===== src/rtl/bag_dispenser.sv =====
// bag_dispenser: takes completed 7-piece bags from the bag filler into a local
// buffer, pulses newbag to clear the filler, and serves pieces one at a time
// over a request/valid handshake with a one-piece preview. A fresh bag is
// loaded on the same edge that pops the last piece, so bags chain without a gap.
module bag_dispenser #(
  parameter logic [2:0] NONE_CODE = 3'b111,
  parameter int         BAG_N     = 7
) (
  input  logic                 clk,
  input  logic                 reset,
  input  logic                 bag_done,
  input  logic [3*BAG_N-1:0]   bag,
  output logic                 newbag,
  input  logic                 piece_req,
  output logic [2:0]           piece,
  output logic                 piece_valid,
  output logic [2:0]           next_piece,
  output logic [2:0]           remaining,
  output logic                 underrun,
  output logic                 bag_err
);

  localparam int W = 3 * BAG_N;

  localparam logic [1:0] S_WAIT  = 2'd0;
  localparam logic [1:0] S_SERVE = 2'd1;
  localparam logic [1:0] S_CLEAR = 2'd2;

  logic [W-1:0] cur_q, cur_d;
  logic [2:0]   count_q, count_d;
  logic [1:0]   state_q, state_d;
  logic         newbag_q, newbag_d;
  logic         underrun_q, underrun_d;
  logic         bag_err_q, bag_err_d;

  logic         pop;
  logic         load_ok;
  logic         bag_bad;
  logic [2:0]   bag_code [BAG_N];

  // Unpack the incoming bag into individual piece codes for the validity check.
  genvar gi;
  generate
    for (gi = 0; gi < BAG_N; gi++) begin : g_code
      assign bag_code[gi] = bag[3*gi +: 3];
    end
  endgenerate

  // A bag is bad if it holds the empty code or repeats any code; with seven
  // slots and no repeats among 0..6 it is necessarily a permutation.
  always_comb begin
    logic [7:0] seen;
    logic       dup;
    seen = '0;
    dup  = 1'b0;
    for (int i = 0; i < BAG_N; i++) begin
      if (seen[bag_code[i]]) dup = 1'b1;
      seen[bag_code[i]] = 1'b1;
    end
    bag_bad = dup | seen[NONE_CODE];
  end

  assign piece_valid = (count_q != 3'd0);
  assign piece       = cur_q[2:0];
  assign remaining   = count_q;
  assign newbag      = newbag_q;
  assign underrun    = underrun_q;
  assign bag_err     = bag_err_q;

  assign pop = piece_req && piece_valid;

  // Loads are blocked during S_CLEAR: bag_done may still read high there
  // because the filler's clear has not propagated yet.
  assign load_ok = bag_done && (state_q != S_CLEAR) &&
                   ((count_q == 3'd0) || ((count_q == 3'd1) && pop));

  // Preview: second buffered piece, else the head of a bag about to load.
  always_comb begin
    next_piece = NONE_CODE;
    if (count_q >= 3'd2)
      next_piece = cur_q[5:3];
    else if (bag_done && (state_q != S_CLEAR))
      next_piece = bag[2:0];
  end

  // Next-state: load takes priority (it also consumes the final pop), else shift.
  always_comb begin
    cur_d      = cur_q;
    count_d    = count_q;
    state_d    = state_q;
    newbag_d   = 1'b0;
    bag_err_d  = bag_err_q;
    underrun_d = piece_req && !piece_valid;
    if (load_ok) begin
      cur_d     = bag;
      count_d   = 3'(BAG_N);
      newbag_d  = 1'b1;
      state_d   = S_CLEAR;
      bag_err_d = bag_err_q | bag_bad;
    end else if (pop) begin
      cur_d   = {NONE_CODE, cur_q[W-1:3]};
      count_d = count_q - 3'd1;
      state_d = (count_q == 3'd1) ? S_WAIT : S_SERVE;
    end else if (state_q == S_CLEAR) begin
      state_d = S_SERVE;
    end
  end

  // State registers; reset discards everything at once, including newbag.
  always_ff @(posedge clk or posedge reset) begin
    if (reset) begin
      cur_q      <= {BAG_N{NONE_CODE}};
      count_q    <= 3'd0;
      state_q    <= S_WAIT;
      newbag_q   <= 1'b0;
      underrun_q <= 1'b0;
      bag_err_q  <= 1'b0;
    end else begin
      cur_q      <= cur_d;
      count_q    <= count_d;
      state_q    <= state_d;
      newbag_q   <= newbag_d;
      underrun_q <= underrun_d;
      bag_err_q  <= bag_err_d;
    end
  end

endmodule


===== config.mk =====
export PLATFORM = sky130hd
export DESIGN_NAME = bag_dispenser
export DESIGN_NICKNAME = d
export VERILOG_FILES = /design/src/rtl/bag_dispenser.sv
export SDC_FILE = /design/constraint.sdc
export NUM_CORES = 1
export LEC_CHECK = 0
export BUFFER_PORTS_ARGS = -buffer_cell sky130_fd_sc_hd__buf_2
export CAP_MARGIN = 20
export CORE_MARGIN = 2
export CORE_UTILIZATION = 35
export DETAILED_ROUTE_END_ITERATION = 12
export PLACE_DENSITY_LB_ADDON = 0.25
export RECOVER_POWER = 25
export SLEW_MARGIN = 20
export SYNTH_ARGS = -nofsm -noshare
export SYNTH_HDL_FRONTEND = slang
export SYNTH_SLANG_ARGS = --single-unit

===== constraint.sdc =====
create_clock -name clk -period 4.9 [get_ports clk]
set_clock_uncertainty 0.15 [all_clocks]
set_input_delay 0.735 -clock clk [delete_from_list [all_inputs] [get_ports clk]]
set_output_delay 0.735 -clock clk [all_outputs]
set_load 0.02 [all_outputs]

==> impl_metrics.ini, run 1 <==
[setup_path]
reg2reg_from = remaining[0]$_DFFE_PP0P_
startpoint = remaining[0]$_DFFE_PP0P_
critPathLaunchType = register
path_max_fanout = 4
worstPathRequired_ps = 4010
endpoint_kind = output pin
path_class = reg -> out
arrival_ps = 1960

[clocking]
clockRootBuffer = clkbuf_8
cts_tree = done
clk_latency_ps = 280
cts.sinks = 29
cts_setup_buffers = 0
cts_buffer_depth = 2
cts_max_level = 2
holdBufCountCts = 0
cts_buffers = 5
ctsResizeCount = 0
clk_pin_slew_ps = 60

[worst_hold_path]
hp-class = reg -> reg
worstHoldStart = state_q[1]$_DFFE_PP0P_

[layout]
final_cell_mix = 37 x buf_2, 34 x nand2_1, 26 x o21ai_0, 21 x dfstp_2
fill_cells = 792
drive_gt1_share_pct = 28.2
num-nets-final = 340
area_growth_pct = 6.75
mostFrequentLayoutCell = buf_2
utilization_pct = 38.0
antenna_cells = 0

[floorplan]
die-area_um2 = 8000
die_w_um = 89.5
rows = 31
initial_core_util_pct = 35.6
ios = 38
core_um2 = 7180
die_h_um = 89.5

[yosys]
synth_edf_count = 0
synth_area_um2 = 2560
yosysTopAreaCellShare_pct = 21.6
synthFlopType = dfstp_2
synth_area_leaders = dfstp_2 22%, dfrtp_1 7.8%, mux2i_1 7.4%, o21ai_0 5.1%, nand2_1 5.0%
ys_ff_latch = 29
syn_avg_cell_area_um2 = 8.69
ys_warn_count = 0
ys_async_sr_fraction_pct = 100
synth_seq_area_share_pct = 29.4
synthDistinctLibCells = 69
yosysTopAreaCell = dfstp_2
synthCells = 294
synth_nets = 323

[sta]
fin_crit_ps = 2850
setup_tns_ps = 0
slew_viol_final = 30
slew_headroom_pct = -2.40
hold_viol = 0
period_share_pct = 58.2
worst_slew_pin_slew_ps = 1540
fmax_mhz = 351
rsz0062_at_grt = no
setup_violations = 0

[place]
io_buffer_count = 37
place.gp.congestion = 0.809
dp_hpwl_um = 4470

[global_routing]
grt.overflow.total = 0
grt_start_max_net_pins = 50
gr-usage-all-layers_pct = 16.8
antenna_found_initial = 0
grt_pass1_vias = 2097
grt_pass1_wl_um = 10600

[flow_run]
drv_cap = 1

[route]
drt_iter0_markers = 126
vias = 2213
routed_wirelength_um = 6250
routedWlPerCell_um = 15.2
post-route-drc-count = 0
via_per_inst = 5.38
drt_pass1_iterations = 4
drtAntennaViolNets = 0

[run_status]
status = complete, but fails checks
failed_checks = capacitance limit, slew limit

[power]
p_leak_nw = 1.11
powerDensity_nw_per_um2 = 419
ir_drop_v = 0.000104
-- cells in the mapped netlist (3+ instances only) --
cell / number
clkbuf_8: 4
mux2i_1: 19
o21ai_0: 26
nor2_1: 18
dfrtp_1: 8
xor2_1: 3
inv_1: 10
nor3b_1: 6
buf_4: 10
buf_6: 4
clkbuf_1: 7
o22a_1: 3
a21oi_1: 10
nor3_1: 20
nand3_1: 8
o211ai_1: 3
o2111ai_1: 3
nand2_1: 34
a31oi_1: 7
nand3b_1: 9
dfstp_2: 21
ha_1: 4
nand2b_1: 3
-- critical path, stage by stage (launching register included) --
cell     delay (ps)
dfrtp_1         390
inv_1           110
ha_1            200
nor3_1          400
nand3_1         200
o22a_1          220
buf_2           160
-- kinds of logic (layout without fill, tap and decap cells) --
family	count (synthesis)	in the layout	synth area share, %
compound gates	77	77	22.5
mux	20	20	8.32
fa+ha+maj	5	5	2.40
simple gates	120	120	25.4
xor+xnor	4	4	1.37
buf+inv	39	57	10.6
flops	29	29	29.4
-- through the flow --
stage | power (W) | std cells | area [um2] | setup WS [ps] | hold WS, ps
global route | 0.00124 | 411 | 2730 | 1860 | 377
floorplan | 0.000854 | 294 | 2560 | 2460 | 334
detailed placement | 0.000968 | 403 | 2650 | 2200 | 350
CTS | 0.00116 | 411 | 2730 | 2040 | 365
finish | 0.00114 | 411 | 2730 | 2050 | 363
global placement | 0.000959 | 403 | 2650 | 2190 | 348
-- path summary, 6_finish.rpt --
path	end	depth (start not counted)	slack (ps)
hold / removal	state_q[1]$_DFFE_PP0P_	1	360
setup reg to reg	remaining[2]$_DFFE_PP0P_	7	2850
max in group asynchronous	underrun$_DFF_PP0_	3	2880
hold reg to reg	state_q[1]$_DFFE_PP0P_	1	360
min in group asynchronous	remaining[0]$_DFFE_PP0P_	3	830
setup / recovery	next_piece[1]	6	2050
-- where the power goes --
part	total (W)	internal [W]	switching [W]
clock network	0.000186	0.000101	0.0000856
registers	0.000469	0.000401	0.0000684
logic	0.000487	0.000196	0.000291
-- sequential cells by signal (all words and copies together) (netlist names) --
name,flops
bag_err,1
cur_q,21
newbag,1
remaining,3
state_q,2
underrun,1
-- area by class of cell --
class,count,area [um2],area share (%)
timing repair buffer,39,196,7.20
clock buffer,8,80.1,2.93
sequential,29,752,27.6
inverter,10,37.5,1.38
multi-input combinational,226,1540,56.4
tap,99,124,4.54
-- routing by layer --
| layer | share of wire, % | GRT usage [%] |
|---|---|---|
| met5 | 0 | 0 |
| met3 | 3.5 | 2.49 |
| met4 | 2.1 | 5.70 |
| met2 | 45 | 25.5 |
| met1 | 50 | 24.2 |
Note: power is estimated with default switching activity, not from simulation.
==> run 2: changes to the inputs <==
clock period = 2.8 ns   (was 4.9 ns; I/O delays follow)
==> run 2 against run 1 <==
The run now ends clean. First-iteration DRC count rose by 9.5%. Sequential share of layout area shrank 0.42 points. Die area is the same. Clock power rose by 90%. Combinational power rose by 77%. Non-clock buffer count grew 4. Critical endpoint unchanged. Largest cell class unchanged.
==> impl_metrics.ini, run 2 (synthesized netlist as in run 1, its figures left out) <==
[run_status]
status = finished, final reports clean

[route]
vias = 2263
drt_iter0_markers = 138
drtAntennaViolNets = 0
post-route-drc-count = 0
routed_wirelength_um = 6240
drt_pass1_iterations = 5
via_per_inst = 5.45
routedWlPerCell_um = 15.0

[floorplan]
die_w_um = 89.5
die_h_um = 89.5
ios = 38
die-area_um2 = 8000
initial_core_util_pct = 35.6
core_um2 = 7180
rows = 31

[layout]
num-nets-final = 344
instances_no_fill = 415
largest_reg_flops = 21
largest_register = cur_q
mostFrequentLayoutCell = buf_2
drive_gt1_share_pct = 29.4
area_growth_pct = 8.42
utilization_pct = 38.6
multi_input_area_um2 = 1540
final_cell_mix = 37 x buf_2, 34 x nand2_1, 26 x o21ai_0, 21 x dfstp_2
antenna_cells = 0
register_area_um2 = 752
fill_cells = 763

[global_routing]
antenna_found_initial = 0
gr-usage-all-layers_pct = 16.4
grt.overflow.total = 0
grt_pass1_wl_um = 10200
grt_start_max_net_pins = 50
grt_pass1_vias = 2086

[clocking]
clk_pin_slew_ps = 60
cts.sinks = 29
cts_setup_buffers = 0
cts_max_level = 2
cts_buffer_depth = 2
clockRootBuffer = clkbuf_8
clk_latency_ps = 280
cts_tree = done
ctsResizeCount = 0
cts_buffers = 5
holdBufCountCts = 0

[place]
dpl.cell_count = 407
place.gp.congestion = 0.871
place_worst_setup_slack_ps = 454
dp_hpwl_um = 4630
io_buffer_count = 37

[setup_path]
path_cells = inv_1 > ha_1 > nor3_1 > nand3_1 > o22a_1 > buf_2
critPathLaunchType = register
arrival_ps = 1850
worst_path_largest_cell_delay_ps = 390
reg2reg_from = remaining[1]$_DFFE_PP0P_
worstPathRequired_ps = 2230
critical-path-top-delay-family = simple AND/OR/NAND/NOR gates
path_max_fanout = 4
path_class = reg -> out
endpoint_kind = output pin
crit_buf_inv = 2
cp_slowest_cell = dfrtp_1
startpoint = remaining[0]$_DFFE_PP0P_

[sta]
fin_crit_ps = 2420
setup_slack_ps = 385
hold_viol = 0
rsz0062_at_grt = no
slew_headroom_pct = 45.5
period_share_pct = 86.3
setup_tns_ps = 0
fmax_mhz = 414
worst_slew_pin_slew_ps = 816
setup_violations = 0
slew_viol_final = 0

[power]
ir_drop_v = 0.000185
p_leak_nw = 1.13
powerDensity_nw_per_um2 = 736

[worst_hold_path]
hp-class = in -> async

[flow_run]
drv_cap = 0
==> run 2: area by class of cell <==
class | count | share of cell area, %
multi-input cells | 226 | 55.5
repair buffers | 43 | 8.31
flip-flops and latches | 29 | 27.1
clock buffers | 8 | 3.25
well taps | 99 | 4.47
inverters | 10 | 1.35
==> run 2: through the flow <==
| stage | instance area, um2 | hold WS, ps | power, W |
|---|---|---|---|
| floorplan | 2560 | 333 | 0.00149 |
| global placement | 2680 | 349 | 0.00169 |
| detailed placement | 2680 | 356 | 0.00170 |
| CTS | 2770 | 169 | 0.00207 |
| global route | 2770 | 218 | 0.00221 |
| finish | 2770 | 143 | 0.00204 |
==> run 2: worst paths after layout <==
path | to | slack [ps] | depth (start not counted)
setup / recovery | next_piece[1] | 380 | 6
hold / removal | underrun$_DFF_PP0_ | 140 | 2
setup reg to reg | state_q[0]$_DFFE_PP0P_ | 900 | 8
hold reg to reg | state_q[1]$_DFFE_PP0P_ | 370 | 1
max in group asynchronous | cur_q[12]$_DFFE_PP1P_ | 1670 | 3
min in group clk | cur_q[18]$_DFFE_PP1P_ | 280 | 3
==> run 2: report_power, final <==
part	leakage (nW)	switching (W)	internal [W]	total, W
sequential	0.315	0.000124	0.000702	0.000826
clock	0.0455	0.000153	0.000200	0.000353
combinational	0.773	0.000506	0.000356	0.000862
==> run 2: layer usage <==
| layer | track usage [%] | vias to the layer above | share of wire [%] |
|---|---|---|---|
| li1 | - | 1111 | - |
| met4 | 5.29 | 0 | 2.1 |
| met3 | 2.59 | 17 | 5.4 |
| met1 | 22.6 | 1051 | 47 |
| met5 | 0 | - | 0 |
| met2 | 26.3 | 84 | 46 |
